`config.mk`:
```
export PLATFORM = sky130hd
export DESIGN_NAME = alu_share_arbiter
export DESIGN_NICKNAME = d
export VERILOG_FILES = /design/src/rtl/alu_share_arbiter.sv
export SDC_FILE = /design/constraint.sdc
export NUM_CORES = 1
export LEC_CHECK = 0
export ABC_AREA = 1
export CAP_MARGIN = 20
export CORE_AREA = 3 3 128 130
export CTS_BUF_LIST = sky130_fd_sc_hd__clkbuf_16
export CTS_CLUSTER_DIAMETER = 50
export CTS_CLUSTER_SIZE = 16
export DETAILED_ROUTE_END_ITERATION = 7
export DIE_AREA = 0 0 131 133
export GPL_TIMING_DRIVEN = 0
export HOLD_SLACK_MARGIN = 0.06
export PLACE_DENSITY = 0.66
export SLEW_MARGIN = 10
export SYNTH_ARGS = -nofsm -noshare
export SYNTH_HDL_FRONTEND = slang
export SYNTH_SLANG_ARGS = --single-unit
```
`constraint.sdc`:
```
create_clock -name clk -period 3 [get_ports clk]
set_input_delay 0.45 -clock clk [delete_from_list [all_inputs] [get_ports clk]]
set_output_delay 0.45 -clock clk [all_outputs]
set_load 0.05 [all_outputs]
```
`src/rtl/alu_share_arbiter.sv`:
```
// Two-requester arbiter sharing one combinational ALU, with a registered response slot per requester.
// Define ALU_SHARE_FIXED_PRIO_EN for fixed priority (requester 0 wins ties); default build is round-robin.
module alu_share_arbiter #(
    parameter int XLEN = 32,
    parameter int SHW  = 5,
    parameter int FNW  = 4
) (
    input  logic            clk,
    input  logic            rst,

    input  logic            req_valid_0,
    output logic            req_ready_0,
    input  logic [XLEN-1:0] req_a_0,
    input  logic [XLEN-1:0] req_b_0,
    input  logic [SHW-1:0]  req_shamt_0,
    input  logic [FNW-1:0]  req_alufn_0,
    output logic            rsp_valid_0,
    input  logic            rsp_ready_0,
    output logic [XLEN-1:0] rsp_r_0,
    output logic [3:0]      rsp_flags_0,

    input  logic            req_valid_1,
    output logic            req_ready_1,
    input  logic [XLEN-1:0] req_a_1,
    input  logic [XLEN-1:0] req_b_1,
    input  logic [SHW-1:0]  req_shamt_1,
    input  logic [FNW-1:0]  req_alufn_1,
    output logic            rsp_valid_1,
    input  logic            rsp_ready_1,
    output logic [XLEN-1:0] rsp_r_1,
    output logic [3:0]      rsp_flags_1,

    output logic [XLEN-1:0] alu_a,
    output logic [XLEN-1:0] alu_b,
    output logic [SHW-1:0]  alu_shamt,
    output logic [FNW-1:0]  alu_alufn,
    input  logic [XLEN-1:0] alu_r,
    input  logic            alu_cf,
    input  logic            alu_zf,
    input  logic            alu_vf,
    input  logic            alu_sf
);

    typedef enum logic {
        SLOT_EMPTY = 1'b0,
        SLOT_FULL  = 1'b1
    } slot_t;

    slot_t           r_slot_0;
    slot_t           r_slot_1;
    slot_t           w_slot_nxt_0;
    slot_t           w_slot_nxt_1;

    logic [XLEN-1:0] r_rsp_r_0;
    logic [XLEN-1:0] r_rsp_r_1;
    logic [3:0]      r_rsp_flags_0;
    logic [3:0]      r_rsp_flags_1;

    logic            w_elig_0;
    logic            w_elig_1;
    logic            w_grant_0;
    logic            w_grant_1;
    logic [3:0]      w_alu_flags;

`ifndef ALU_SHARE_FIXED_PRIO_EN
    logic            r_last_grant;
`endif

    // A full slot that is being drained this cycle can accept a new result.
    assign w_elig_0 = ~rst & req_valid_0 & ((r_slot_0 == SLOT_EMPTY) | rsp_ready_0);
    assign w_elig_1 = ~rst & req_valid_1 & ((r_slot_1 == SLOT_EMPTY) | rsp_ready_1);

`ifdef ALU_SHARE_FIXED_PRIO_EN
    assign w_grant_0 = w_elig_0;
    assign w_grant_1 = w_elig_1 & ~w_elig_0;
`else
    assign w_grant_1 = w_elig_1 & (~w_elig_0 | ~r_last_grant);
    assign w_grant_0 = w_elig_0 & ~w_grant_1;
`endif

    assign req_ready_0 = w_grant_0;
    assign req_ready_1 = w_grant_1;
    assign w_alu_flags = {alu_cf, alu_zf, alu_vf, alu_sf};

    always_comb begin
        alu_a     = '0;
        alu_b     = '0;
        alu_shamt = '0;
        alu_alufn = '0;
        if (w_grant_0) begin
            alu_a     = req_a_0;
            alu_b     = req_b_0;
            alu_shamt = req_shamt_0;
            alu_alufn = req_alufn_0;
        end else if (w_grant_1) begin
            alu_a     = req_a_1;
            alu_b     = req_b_1;
            alu_shamt = req_shamt_1;
            alu_alufn = req_alufn_1;
        end
    end

    always_comb begin
        w_slot_nxt_0 = r_slot_0;
        w_slot_nxt_1 = r_slot_1;
        if (w_grant_0)
            w_slot_nxt_0 = SLOT_FULL;
        else if ((r_slot_0 == SLOT_FULL) && rsp_ready_0)
            w_slot_nxt_0 = SLOT_EMPTY;
        if (w_grant_1)
            w_slot_nxt_1 = SLOT_FULL;
        else if ((r_slot_1 == SLOT_FULL) && rsp_ready_1)
            w_slot_nxt_1 = SLOT_EMPTY;
    end

    always_ff @(posedge clk or posedge rst) begin
        if (rst) begin
            r_slot_0 <= SLOT_EMPTY;
            r_slot_1 <= SLOT_EMPTY;
        end else begin
            r_slot_0 <= w_slot_nxt_0;
            r_slot_1 <= w_slot_nxt_1;
        end
    end

`ifndef ALU_SHARE_FIXED_PRIO_EN
    always_ff @(posedge clk or posedge rst) begin
        if (rst)
            r_last_grant <= 1'b1;
        else if (w_grant_0)
            r_last_grant <= 1'b0;
        else if (w_grant_1)
            r_last_grant <= 1'b1;
    end
`endif

    // Response payload only loads on a grant, so an unconsumed result is never overwritten.
    always_ff @(posedge clk or posedge rst) begin
        if (rst) begin
            r_rsp_r_0     <= '0;
            r_rsp_flags_0 <= '0;
            r_rsp_r_1     <= '0;
            r_rsp_flags_1 <= '0;
        end else begin
            if (w_grant_0) begin
                r_rsp_r_0     <= alu_r;
                r_rsp_flags_0 <= w_alu_flags;
            end
            if (w_grant_1) begin
                r_rsp_r_1     <= alu_r;
                r_rsp_flags_1 <= w_alu_flags;
            end
        end
    end

    assign rsp_valid_0 = (r_slot_0 == SLOT_FULL);
    assign rsp_valid_1 = (r_slot_1 == SLOT_FULL);
    assign rsp_r_0     = r_rsp_r_0;
    assign rsp_r_1     = r_rsp_r_1;
    assign rsp_flags_0 = r_rsp_flags_0;
    assign rsp_flags_1 = r_rsp_flags_1;

endmodule

```
### Yosys cells after proc, flatten, opt, wreduce, memory -nomap -nowiden

Index checks and enable logic that the tools add are counted.

* output and inout bits: 149
* bits of input ports: 188
* register bits after elaboration: 75
* word-level logic and storage cells: 41

* multiplexer cells: 14
* bitwise gates (word level): 15
* reductions and logical operators: 5

Operators by type and width (count)
* $mux W32: 4
* $mux W5: 2
* $mux W4: 2
* $and A1 B1 Y1: 6
* $mux W1: 6
* $not A1 Y1: 6
* $reduce_bool A2 Y1: 3
* $or A1 B1 Y1: 3
* $logic_and A1 B1 Y1: 2

### Longest topological paths before layout

* depth after elaboration: 9
* gate-level depth with buffers: 9
* mapped depth without buffers: 7

### Worst setup path before layout

No wires, ideal clock.

* path type: input-to-output
* start: input port rst
* end: output port alu_a[10]
* data required time: 2.550 ns
* data arrival time: 2.401 ns
* stages: 9
* buffers on the path: 2
* setup slack: 0.149 ns
* cells stage by stage: inv_2 nand2_1 nor2_1 nand2_2 inv_2 buf_4 buf_2 nand2_1 nand2_1

* cells in the longest elaborated chain, start to end: 9
* elaborated cells on any way between the ends: 12
* those cells by class: 2 x mux; 10 x bitwise

Ends and longest elaborated chain
* start, declared: RTL line 9 `input logic rst,`
* $not A1 Y1 *: RTL line 70, 71
* $and A1 B1 Y1 (2 in a row): RTL line 70 `assign w_elig_0 = ~rst & req_valid_0 & ((r_slot_0 == SLOT_EMPTY) | rsp_ready_0);`
* $not A1 Y1: RTL line 77 `assign w_grant_1 = w_elig_1 & (~w_elig_0 | ~r_last_grant);`
* $or A1 B1 Y1: RTL line 77
* $and A1 B1 Y1: RTL line 77
* $not A1 Y1: RTL line 78 `assign w_grant_0 = w_elig_0 & ~w_grant_1;`
* $and A1 B1 Y1: RTL line 78
* $mux W32 *: RTL line 90 `if (w_grant_0) begin`
* end, declared: RTL line 33 `output logic [XLEN-1:0] alu_a,`

Mark *: on every way between the ends. The rest lies on a longest branch, timed or not.

### Worst setup path in the final report

* start: input port rsp_ready_0
* end: output port alu_alufn[1]

* cells in the longest elaborated chain, start to end: 8
* elaborated cells on any way between the ends: 9
* those cells by class: 2 x mux; 7 x bitwise

Ends and longest elaborated chain
* start, declared: RTL line 18 `input logic rsp_ready_0,`
* $or A1 B1 Y1 *: RTL line 70
* $and A1 B1 Y1 *: RTL line 70
* $not A1 Y1: RTL line 77
* $or A1 B1 Y1: RTL line 77
* $and A1 B1 Y1: RTL line 77
* $not A1 Y1: RTL line 78
* $and A1 B1 Y1: RTL line 78
* $mux W4 *: RTL line 90
* end, declared: RTL line 36 `output logic [FNW-1:0] alu_alufn,`

Marks and branches as above.

==> impl.org <==
** Status
- Status :: finished clean

** GRT
- The initial antenna violation count came to 4.
- The via count of the first global-routing pass came to 4,858.
- Met3 track demand over resource in global routing :: 0.0739
- In the global route stage, met1 resource usage came out at 0.277.
- First-pass GRT wire length :: 28,700 µm
- For this run, the total global-route usage over all layers was measured as 0.216.
- Aggregate global routing overflow :: 0
- Most Crowded Layer GR :: met2
- Entering global routing, the biggest net connects 39 pins.
- For this run, global-route usage on met2 was measured as 0.352.

** Power
- Register share of total power :: 0.288
- Fraction of power spent switching nets :: 0.430
- Power spent charging and discharging nets :: between 1.5 and 2 mW
- Power per cell area :: 580 nW/µm²
- The share of total power dissipated in combinational logic is 0.482.
- Max VDD drop :: about 0.00038 V
- Clock network power share :: 0.230
- Internal power :: between 2 and 3 mW
- Static Leakage :: 3.93 nW

** Routing
- In this run the remaining antenna-violating nets after routing total 0.
- The first detailed-routing pass ran for 4 iterations.
- After detailed routing, the number of remaining DRC violations is 0.
- For this block, the via count after detailed routing is 5,025.
- The detailed router finished its first iteration with 238 violations.
- Via density :: 4.38
- In the final routed layout, each cell accounts on average for 17.3 µm.
- Detailed-route wire length :: 19,800 µm

** Synthesis
- In this run, synthesis inferred 0 flip-flops with an integrated enable.
- Post-synth top area cell :: sky130_fd_sc_hd__dfrtp_1
- After synthesis the netlist holds a flip-flop and latch count of 75.
- Mean cell area of the mapped netlist :: 6.91 µm²
- During synthesis, Yosys emitted a total of 0 warnings.
- Synthesis produced a netlist whose cell count is 579.
- Top-count cell post-synth :: sky130_fd_sc_hd__nand2_1
- In the synthesized netlist the dominant register cell turns out to be sky130_fd_sc_hd__dfrtp_1.
- Counting distinct cell types in the post-synthesis netlist gives 13.
- After synthesis the cells add up to 4000 µm².
- Async SR Flop Fraction :: 1.00
- For this run, the register share of the synthesized area comes to 0.469.
- Leading post-synthesis cells by cell area :: sky130_fd_sc_hd__dfrtp_1 46%, sky130_fd_sc_hd__nand2_1 31%, sky130_fd_sc_hd__nand3_1 14%
- By count the netlist is led by 335 x sky130_fd_sc_hd__nand2_1, 110 x sky130_fd_sc_hd__nand3_1, 74 x sky130_fd_sc_hd__dfrtp_1.
- Of the post-synthesis cell area, the dominant cell type holds 0.463.
- Nets in the synthesized netlist :: 767

** Critical path
- Longest individual stage delay on the worst path :: 460 ps
- Crit Reg-Reg Endpoint :: rsp_r_0[1]$_DFFE_PP0P_
- Worst Setup Path Type :: in2out
- Counting cells, the worst reg-to-reg path comes to 6.
- The worst setup path is captured at an output pin.
- R2r startpoint :: r_last_grant$_DFFE_PP1P_
- The setup check on the worst reg-to-reg path leaves a slack of ~1600 ps.
- Among all stages on the critical path, the largest delay is contributed by sky130_fd_sc_hd__clkdlybuf4s50_1.
- The signal on the critical path passes through clkdlybuf4s50_1 > inv_1 > nand2_1 > nand3_1 > nand2_2 > buf_4 > buf_2 > nand3_1 > nand2_1 > clkdlybuf4s15_2.
- Crit. Startpoint :: rsp_ready_0
- In this run the worst path has a maximum fanout of 10.
- Data required, critical path :: approximately 2600 ps
- CP arrival :: 2340 ps
- Critical Path Source Type :: input pin

** Place
- Placement Setup Slack :: -1020 ps
- Summed over all nets, the half-perimeter wirelength after detailed placement is roughly 15,000 µm.
- Buffers placed on the I/O ports in this run total 336.
- Last weighted congestion value of the routability-driven placer :: about 0.93

** CTS
- Clock tree from TritonCTS :: built
- Clock transition at path regs :: around 60 ps
- In this run the deepest clock path goes through 2 buffers.
- Post-cts hold buffer count :: 0
- Buffers added to address setup during post-CTS repair amount to 0.
- Clock latency on the worst-skew pair, taken at its later pin, is 340 ps.
- The number of clock buffers added by TritonCTS is 9.
- CTS root buf :: sky130_fd_sc_hd__clkbuf_16
- In this run the number of H-tree levels came out at 3.
- Clock net sink count :: 75

** STA
- Based on the critical path, the design can be clocked at up to 358 MHz.
- Minimum hold slack :: 172 ps
- Setup repair after global routing left no endpoint under its margin.
- Clock skew :: 8.23 ps
- Post-route clock period utilization :: 0.931
- Final max-slew violation count :: 0
- Final setup violation count :: 0
- Subtracting the final worst setup slack from the clock period gives 2790 ps.
- Hold Fails Final Rpt :: 0
- Setup slack of the critical path after layout :: 208 ps
- For the pin with the worst max-slew slack, the measured transition is 546 ps.
- Tightest slew margin relative to the limit :: 0.635

** Die
- Placement Rows :: 45
- Measured along the y axis, the die boundary spans 133 µm.
- Die span in x :: 131 µm
- The floorplan step defined a die boundary enclosing 17,400 µm².
- After floorplanning, the core was sized to cover 15,300 µm².
- For this configuration, the core starts out at a cell density of 0.262.
- Number of placed I/O pins :: 337

** Worst hold path
- Hold/Removal Path Class :: in2async

** Finish
- For this run, the post-layout net count is 1,116.
- Area added between synthesis and finish :: 96.0%
- Ratio of cells with drive above 1 in the final layout :: 0.148

** Flow run
- Max-cap violations in this run came to 0.
worst max path at each step:
stage                         to  slack [ps]  cells after the start
floorplan              alu_a[10]         150                      9
global placement       alu_b[10]       -1630                     11
detailed placement  alu_shamt[2]       -1020                     12
CTS                    alu_b[10]         0.8                     11
global route           alu_b[26]          90                     10
finish              alu_alufn[1]         210                     10
flip-flops by register name, summed over array words and instances (netlist names):
signal and cells:
rsp_valid_1 1, rsp_flags_0 4, r_last_grant 1, rsp_r_0 32
rsp_flags_1 4, rsp_r_1 32, rsp_valid_0 1
repair_timing:
action,in CTS,in global routing
gates resized for setup,196,58
gates cloned,2,0
endpoints found under the setup margin,75,69
metal layers:
layer	routed length [µm]	vias to the layer above	share of wire
li1	-	2520	-
met1	8310	2269	0.42
met2	9340	205	0.47
met3	1840	25	0.093
met4	239	6	0.012
met5	53	-	0.0027
kinds of logic (layout without fill, tap and decap cells):
group | Yosys count | in the layout | share of synthesized area
flip-flops | 75 | 75 | 0.469
AND/OR/NAND/NOR | 450 | 450 | 0.457
AO/OA/AOI/OAI | 1 | 1 | 0.00125
other | 0 | 2 | 0
buffers and inverters | 53 | 407 | 0.0722
metrics by stage:
| stage | cell area [µm²] | total power [mW] | cells | setup TNS, ps | utilization |
|---|---|---|---|---|---|
| finish | 7840 | 4.55 | 1146 | 0 | 0.514 |
| detailed placement | 7650 | 3.56 | 1127 | -67010 | 0.501 |
| global placement | 7630 | 3.55 | 1126 | -127250 | 0.500 |
| global route | 7840 | 4.76 | 1145 | 0 | 0.514 |
| CTS | 8010 | 4.61 | 1144 | 0 | 0.525 |
| floorplan | 4000 | 2.62 | 579 | 0 | - |
cells in the final DEF, fill, tap and decap left out, types with 4 or more instances in the layout:
master                            count
sky130_fd_sc_hd__buf_2               36
sky130_fd_sc_hd__buf_4               11
sky130_fd_sc_hd__clkbuf_16            9
sky130_fd_sc_hd__clkbuf_2            28
sky130_fd_sc_hd__clkdlybuf4s15_2     37
sky130_fd_sc_hd__clkdlybuf4s50_1    260
sky130_fd_sc_hd__dfrtp_1             74
sky130_fd_sc_hd__inv_1                8
sky130_fd_sc_hd__nand2_1            335
sky130_fd_sc_hd__nand3_1            110
sky130_fd_sc_hd__nor2_1               4
power groups by stage:
stage | Sequential (mW) | Combinational [mW] | Clock, mW
after detailed placement | 1.32 | 2.24 | 0
after CTS | 1.31 | 2.23 | 1.08
after floorplan | 1.98 | 0.636 | 0
final | 1.31 | 2.19 | 1.05
after global placement | 1.32 | 2.23 | 0
after global routing | 1.33 | 2.31 | 1.12
critical path: cells and delay by family:
| kind | cells | cell delay [ps] |
|---|---|---|
| buffers and inverters | 5 | 1330 |
| and+or+nand+nor | 5 | 570 |
cell type report:
type / instances / area, µm²
timing repair inverter: 2 / 17.5
tap: 211 / 264
clock buffer: 9 / 225
clock inverter: 7 / 61.3
antenna: 2 / 5.00
sequential: 75 / 1880
fill: 1532 / 7420
inverter: 9 / 60.1
buffer: 44 / 264
multi-input combinational: 451 / 1830
timing repair buffer: 336 / 3230
Note: power is estimated with default switching activity, not from simulation.
